`config.mk`:
```
export PLATFORM = sky130hd
export DESIGN_NAME = ser2par_loader
export DESIGN_NICKNAME = d
export VERILOG_FILES = /design/src/rtl/ser2par_loader.sv
export SDC_FILE = /design/constraint.sdc
export NUM_CORES = 1
export LEC_CHECK = 0
export CAP_MARGIN = 10
export CORE_MARGIN = 1
export CORE_UTILIZATION = 47
export CTS_BUF_LIST = sky130_fd_sc_hd__clkbuf_2
export CTS_CLUSTER_SIZE = 30
export DETAILED_ROUTE_END_ITERATION = 8
export PLACE_DENSITY = 0.84
export SYNTH_ARGS = -nofsm -noshare
export SYNTH_HDL_FRONTEND = slang
export SYNTH_SLANG_ARGS = --single-unit
```
`constraint.sdc`:
```
create_clock -name clk -period 1.4 [get_ports clk]
set_input_delay 0.28 -clock clk [delete_from_list [all_inputs] [get_ports clk]]
set_output_delay 0.28 -clock clk [all_outputs]
set_load 0.01 [all_outputs]
```
`src/rtl/ser2par_loader.sv`:
```
// ser2par_loader: collects WIDTH qualified serial bits and presents the
// assembled word on `out` with a one-cycle `load` strobe.
// Optional build macro: PARITY_CHECK_EN adds a trailing even-parity bit,
// a PAR state and the parity_err output.
module ser2par_loader #(
  parameter int WIDTH     = 4,
  parameter bit MSB_FIRST = 1'b1
) (
  input  logic                     clk,
  input  logic                     reset,
  input  logic                     sin,
  input  logic                     sin_valid,
  input  logic                     clear,
  output logic [WIDTH-1:0]         out,
  output logic                     load,
  output logic                     busy,
`ifdef PARITY_CHECK_EN
  output logic                     parity_err,
`endif
  output logic [$clog2(WIDTH):0]   bit_cnt
);

  localparam int CNT_W = $clog2(WIDTH) + 1;

`ifdef PARITY_CHECK_EN
  typedef enum logic [1:0] {IDLE, SHIFT, LOAD, PAR} state_t;
`else
  typedef enum logic [1:0] {IDLE, SHIFT, LOAD} state_t;
`endif

  state_t             state_reg, state_next;
  logic [WIDTH-1:0]   sreg_reg, sreg_next;
  logic [WIDTH-1:0]   out_reg, out_next;
  logic [CNT_W-1:0]   cnt_reg, cnt_next;
  logic               load_reg, load_next;
  logic               perr_reg, perr_next;
  logic [WIDTH-1:0]   shifted;

  // Shift register contents after accepting the current sin bit.
  always_comb begin
    if (MSB_FIRST) shifted = {sreg_reg[WIDTH-2:0], sin};
    else           shifted = {sin, sreg_reg[WIDTH-1:1]};
  end

  // State and datapath registers; reset clears everything immediately.
  always_ff @(posedge clk or posedge reset) begin
    if (reset) begin
      state_reg <= IDLE;
      sreg_reg  <= '0;
      out_reg   <= '0;
      cnt_reg   <= '0;
      load_reg  <= 1'b0;
      perr_reg  <= 1'b0;
    end else begin
      state_reg <= state_next;
      sreg_reg  <= sreg_next;
      out_reg   <= out_next;
      cnt_reg   <= cnt_next;
      load_reg  <= load_next;
      perr_reg  <= perr_next;
    end
  end

  // Next-state and next-value logic; clear overrides bit acceptance but
  // never cancels a load that the LOAD state is already issuing.
  always_comb begin
    state_next = state_reg;
    sreg_next  = sreg_reg;
    out_next   = out_reg;
    cnt_next   = cnt_reg;
    load_next  = 1'b0;
    perr_next  = 1'b0;

    case (state_reg)
      IDLE: begin
        if (sin_valid) begin
          sreg_next  = shifted;
          cnt_next   = CNT_W'(1);
          state_next = SHIFT;
        end
      end
      SHIFT: begin
        if (sin_valid) begin
          sreg_next = shifted;
          cnt_next  = cnt_reg + 1'b1;
          if (cnt_reg == CNT_W'(WIDTH - 1)) begin
`ifdef PARITY_CHECK_EN
            state_next = PAR;
`else
            state_next = LOAD;
`endif
          end
        end
      end
`ifdef PARITY_CHECK_EN
      PAR: begin
        // bit_cnt stays at WIDTH here; the data word is not shifted.
        if (sin_valid) begin
          if ((^sreg_reg ^ sin) == 1'b0) begin
            state_next = LOAD;
          end else begin
            perr_next  = 1'b1;
            cnt_next   = '0;
            state_next = IDLE;
          end
        end
      end
`endif
      LOAD: begin
        out_next   = sreg_reg;
        load_next  = 1'b1;
        cnt_next   = '0;
        state_next = IDLE;
        // A bit arriving now starts the next word with no gap.
        if (sin_valid) begin
          sreg_next  = shifted;
          cnt_next   = CNT_W'(1);
          state_next = SHIFT;
        end
      end
      default: state_next = IDLE;
    endcase

    if (clear) begin
      state_next = IDLE;
      cnt_next   = '0;
      sreg_next  = sreg_reg;
      perr_next  = 1'b0;
    end
  end

  assign out     = out_reg;
  assign load    = load_reg;
  assign bit_cnt = cnt_reg;
`ifdef PARITY_CHECK_EN
  assign busy       = (state_reg == SHIFT) || (state_reg == PAR);
  assign parity_err = perr_reg;
`else
  assign busy = (state_reg == SHIFT);
  // perr_reg is never set without the parity feature.
  logic unused_perr;
  assign unused_perr = perr_reg;
`endif

endmodule

```
## Word level (Yosys, flattened, before mapping)

Index checks and enable logic that the tools add are counted.

- Register bits after elaboration: 14
- Input port bits: 5
- Word-level logic and storage cells: 31

- Reductions and logical operators: 6
- Add/subtract/negate cells: 1
- Bitwise operators: 1
- Equal/unequal tests: 6
- Muxes and demuxes: 12

Operator list:

| cell | number |
|---|---|
| $mux 3 | 3 |
| $pmux 3 s3 | 1 |
| $reduce_and 3->1 | 3 |
| $mux 2 | 4 |
| $ne 3x3->1 const B | 2 |
| $pmux 2 s3 | 1 |
| $reduce_bool 4->1 | 1 |
| $add 3x1->3 const B | 1 |
| $eq 3x2->1 const B | 1 |
| $mux 1 | 3 |
| $ne 3x2->1 const B | 1 |
| $reduce_or 3->1 | 1 |
| $eq 2x1->1 const B | 1 |
| $eq 2x2->1 const B | 1 |
| $logic_not 2->1 | 1 |
| $not 1->1 | 1 |

## Longest topological paths before layout

- Depth in word-level cells: 5
- Depth in mapped cells: 6
- Gate-level depth less buffers: 5

## Worst setup path before layout

OpenSTA, ideal clock, no wires.

- Kind: register -> register
- From: register cnt_reg[0] (netlist: bit_cnt[0])
- To: register cnt_reg[2] (netlist: bit_cnt[2])
- Path slack: -102 ps
- Data required time: 1323 ps
- Setup time: 77 ps
- Cell stages (with the launch flop): 6
- Clock period less this slack: 1502 ps
- Arrival: 1424 ps
- Cells stage by stage: dfrtp_1 ha_1 ha_1 nand3b_1 or3_1 a21oi_1

- Longest elaborated chain between the ends: 4

Ends and longest elaborated chain:

| element | line | RTL |
|---|---|---|
| start: declaration | 34 | `logic [CNT_W-1:0] cnt_reg, cnt_next;` |
| start signal: assignment | 58 | `cnt_reg <= cnt_next;` |
| $add 3x1->3 | 85 | `cnt_next = cnt_reg + 1'b1;` |
| $mux 3 | 83 | `if (sin_valid) begin` |
| $pmux 3 s3 | 74 | `case (state_reg)` |
| $mux 3 | 124 | `if (clear) begin` |

No other way between the ends. The select of a mux whose other input is x is not followed.
A chain may end at the register's enable or synchronous reset.

## Worst setup path in the final report

- From: register state_reg[0]
- To: register state_reg[0]

- Longest elaborated chain between the ends: 3
- Elaborated cells on any way between the ends: 9
- Classes of those cells: eq/ne: 5; mux: 2; reduce/logical: 2

Ends and longest elaborated chain:

| element | line | RTL |
|---|---|---|
| start: declaration | 31 | `state_t state_reg, state_next;` |
| start signal: assignment | 55 | `state_reg <= state_next;` |
| $eq 2x1->1 (tied with other cells) | 74 |  |
| $ne 3x2->1 (no line) (tied with other cells) | n/a |  |
| $reduce_and 3->1 (no line) / $mux 2 (equally long branches) | n/a |  |

Several ways; a longest one is shown, not always the timed one.

==> metrics.txt <==
share of the synthesized area in the top cell type=48.8%; average detailed-routed wire length per instance=15.1 µm; total number of nets in the final design=103; first-pass iteration count of the detailed router=4; startpoint-to-endpoint class of the critical path=reg2reg; Fillers=93; clock root buffer=clkbuf_2; Detail Placement HPWL=1.20 mm; count of synthesis-stage warnings from yosys=0; number of standard-cell rows in the floorplan=13; leak pwr=0.506 nW; CP endpoint kind=flop; top cells by area in the synthesized netlist=dfrtp_1 (49%), mux2_2 (13%), ha_1 (12%); Placer Congestion=0.813; Distinct cells, synth=23; quantity of hold-fixing buffers added after cts=0; Die Ht=41.1 µm; critical path's largest stage delay=0.52 ns; syn_area_per_cell=12.0 µm²; overflow left after global routing=0; worst setup skew after layout=0.0209 ns; number of nets produced by synthesis=72; period utilisation layout=108%; instance count of the mapped netlist=60; number of buffer cells added on primary ports=13; RSZ-0062 raised after global routing=yes; R2R cell count=5; worst rel slew slack=78.6%; clock sink total=14; power per cell area=1130 mW/mm²; H-Tree Depth=1; antenna violations before repair=0; time the final worst path needs with I/O delays and setup=1.51 ns; violated checks=negative setup slack; max cap viols=0; antenna fix cells=0; worst min-delay path category=in2async; cts bufs inserted=3; final hold viol count=0; placeable core region=0.00137 mm²; Via-to-Cell Ratio=5.35; Setup WS pre-CTS=-0.272 ns; Post-synth EDFFs=0; most frequent cells after synthesis=dfrtp_1 (14), mux2_2 (8), ha_1 (7); DR iter-0 viols=7; GRT Util Overall=22.5%; initial standard-cell utilization of the core=52.6%; number of failing setup endpoints in the final timing report=9; Antenna Nets Post-Route=0; drt total wl=1.59 mm; type of element launching the critical path=flop; residual DRC count=0; I/O pin total=14; actual transition at the worst max-transition pin=0.320 ns; fin worst setup slack=-0.111 ns; path length in cells of the critical path=5; number of buffer and inverter stages on the critical path=1; critical path peak fanout=4; CP max stage cell=or4b_1; die area=0.00169 mm²; final cell utilization of the core=76.8%; data arrival time of the critical path=1.71 ns; library cell with the highest instance count after synthesis=dfrtp_1; status=finished with violations; fraction of final layout cells with drive strength greater than 1=46.7%; first-pass GRT wire length=2.34 mm; via count of the routed design=562; cell count after placement=100; data required time at the worst endpoint=1.60 ns; fraction of registers with async set/reset=100%; layout overhead on the synthesized area=46.2%; Die X=41.1 µm; maximum VDD drop=961 µV; proportion of synthesized chip area in sequential cells=48.8%; area of the mapped netlist=718 µm²; TritonCTS clock tree=built; highest clock rate=662 MHz; synthesis-stage register bit count=14; Cell Chain, Critical Path=inv_4 -> ha_4 -> a21oi_1 -> or4b_1 -> o31ai_1; Max Transition Viols Final=0; ys flop type=dfrtp_1; number of global-route vias before repair=557; maximum clock insertion buffer count=2; cell family with the largest share of critical-path delay=simple AND/OR/NAND/NOR gates; register area=352 µm²; overall power of the completed layout=1.19 mW; area occupied by multi-input gates=414 µm²; Skew-Pair Late Insertion Delay=0.28 ns; maximum number of pins on one net before global-route repair=15; post-layout instance count excluding filler cells=105; cell taking the most area after synthesis=dfrtp_1; clock-pin slew of the registers on the worst-case setup and hold paths=0.14 ns
-- cell type report --
type                            instances  share of cell area (%)
Sequential cell                        14                    33.5
Clock buffer                            3                    1.43
Multi-Input combinational cell         40                    39.5
Timing Repair Buffer                   27                    21.5
Tap cell                               15                    1.79
Clock inverter                          1                   0.358
Inverter                                5                    2.03
-- cells in the final DEF, fill, tap and decap left out, types with 3 or more instances in the layout --
master,n
inv_1,3
dlygate4sd2_1,7
clkbuf_2,4
ha_4,3
mux2_2,8
dfrtp_1,13
buf_4,13
clkdlybuf4s50_1,4
a21oi_1,3
-- worst paths after layout --
check / slack [ns] / endpoint / from
worst max-delay path: -0.11 / state_reg[0] / state_reg[0]
worst min-delay path: 0.28 / sreg_reg[3] / reset
worst max register to register: -0.11 / state_reg[0] / state_reg[0]
worst min register to register: 0.51 / out[1] / out[1]
max in group asynchronous: 0.93 / bit_cnt[2] / reset
min in group clk: 0.51 / out[1] / out[1]
-- cells by family after synthesis --
logic type | after synthesis | share of synthesized area [%]
flops | 14 | 48.8
mux | 8 | 12.5
fa+ha+maj | 7 | 12.2
buf+inv | 6 | 3.31
compound gates | 12 | 11.7
simple gates | 13 | 11.5
-- where the power goes --
part / total, mW / switching [mW] / internal, mW / leakage, nW
Combinational: 0.488 / 0.217 / 0.271 / 0.308
Sequential: 0.512 / 0.0487 / 0.463 / 0.183
Clock: 0.187 / 0.125 / 0.0620 / 0.0140
Total: 1.19 / 0.390 / 0.796 / 0.506
-- metal layers --
layer,vias to the layer above,routed length (µm),GRT usage [%],share of wire (%)
met5,-,0,0,0
met1,277,648,22.6,41
met3,2,37,8.70,2.3
met2,8,887,42.6,56
met4,0,13,5.65,0.82
li1,275,-,-,-
-- tightest hold or removal path, delay by kind of cell --
kind     cells  cell delay, ns
buf+inv      3            0.67
-- metrics by stage --
stage	setup TNS, ns	instance area (µm²)	hold slack [ns]
detailed placement	-1.88	967	0.492
finish	-0.758	1050	0.279
CTS	-0.877	1010	0.287
global placement	-1.45	967	0.490
global route	-1.45	1050	0.276
floorplan	-0.0995	728	0.169
-- repair_timing --
item	CTS	global route
pin swaps	3	7
gates resized for setup	16	15
setup buffers	1	0
setup endpoints to repair	21	14
Note: power is estimated with default switching activity, not from simulation.
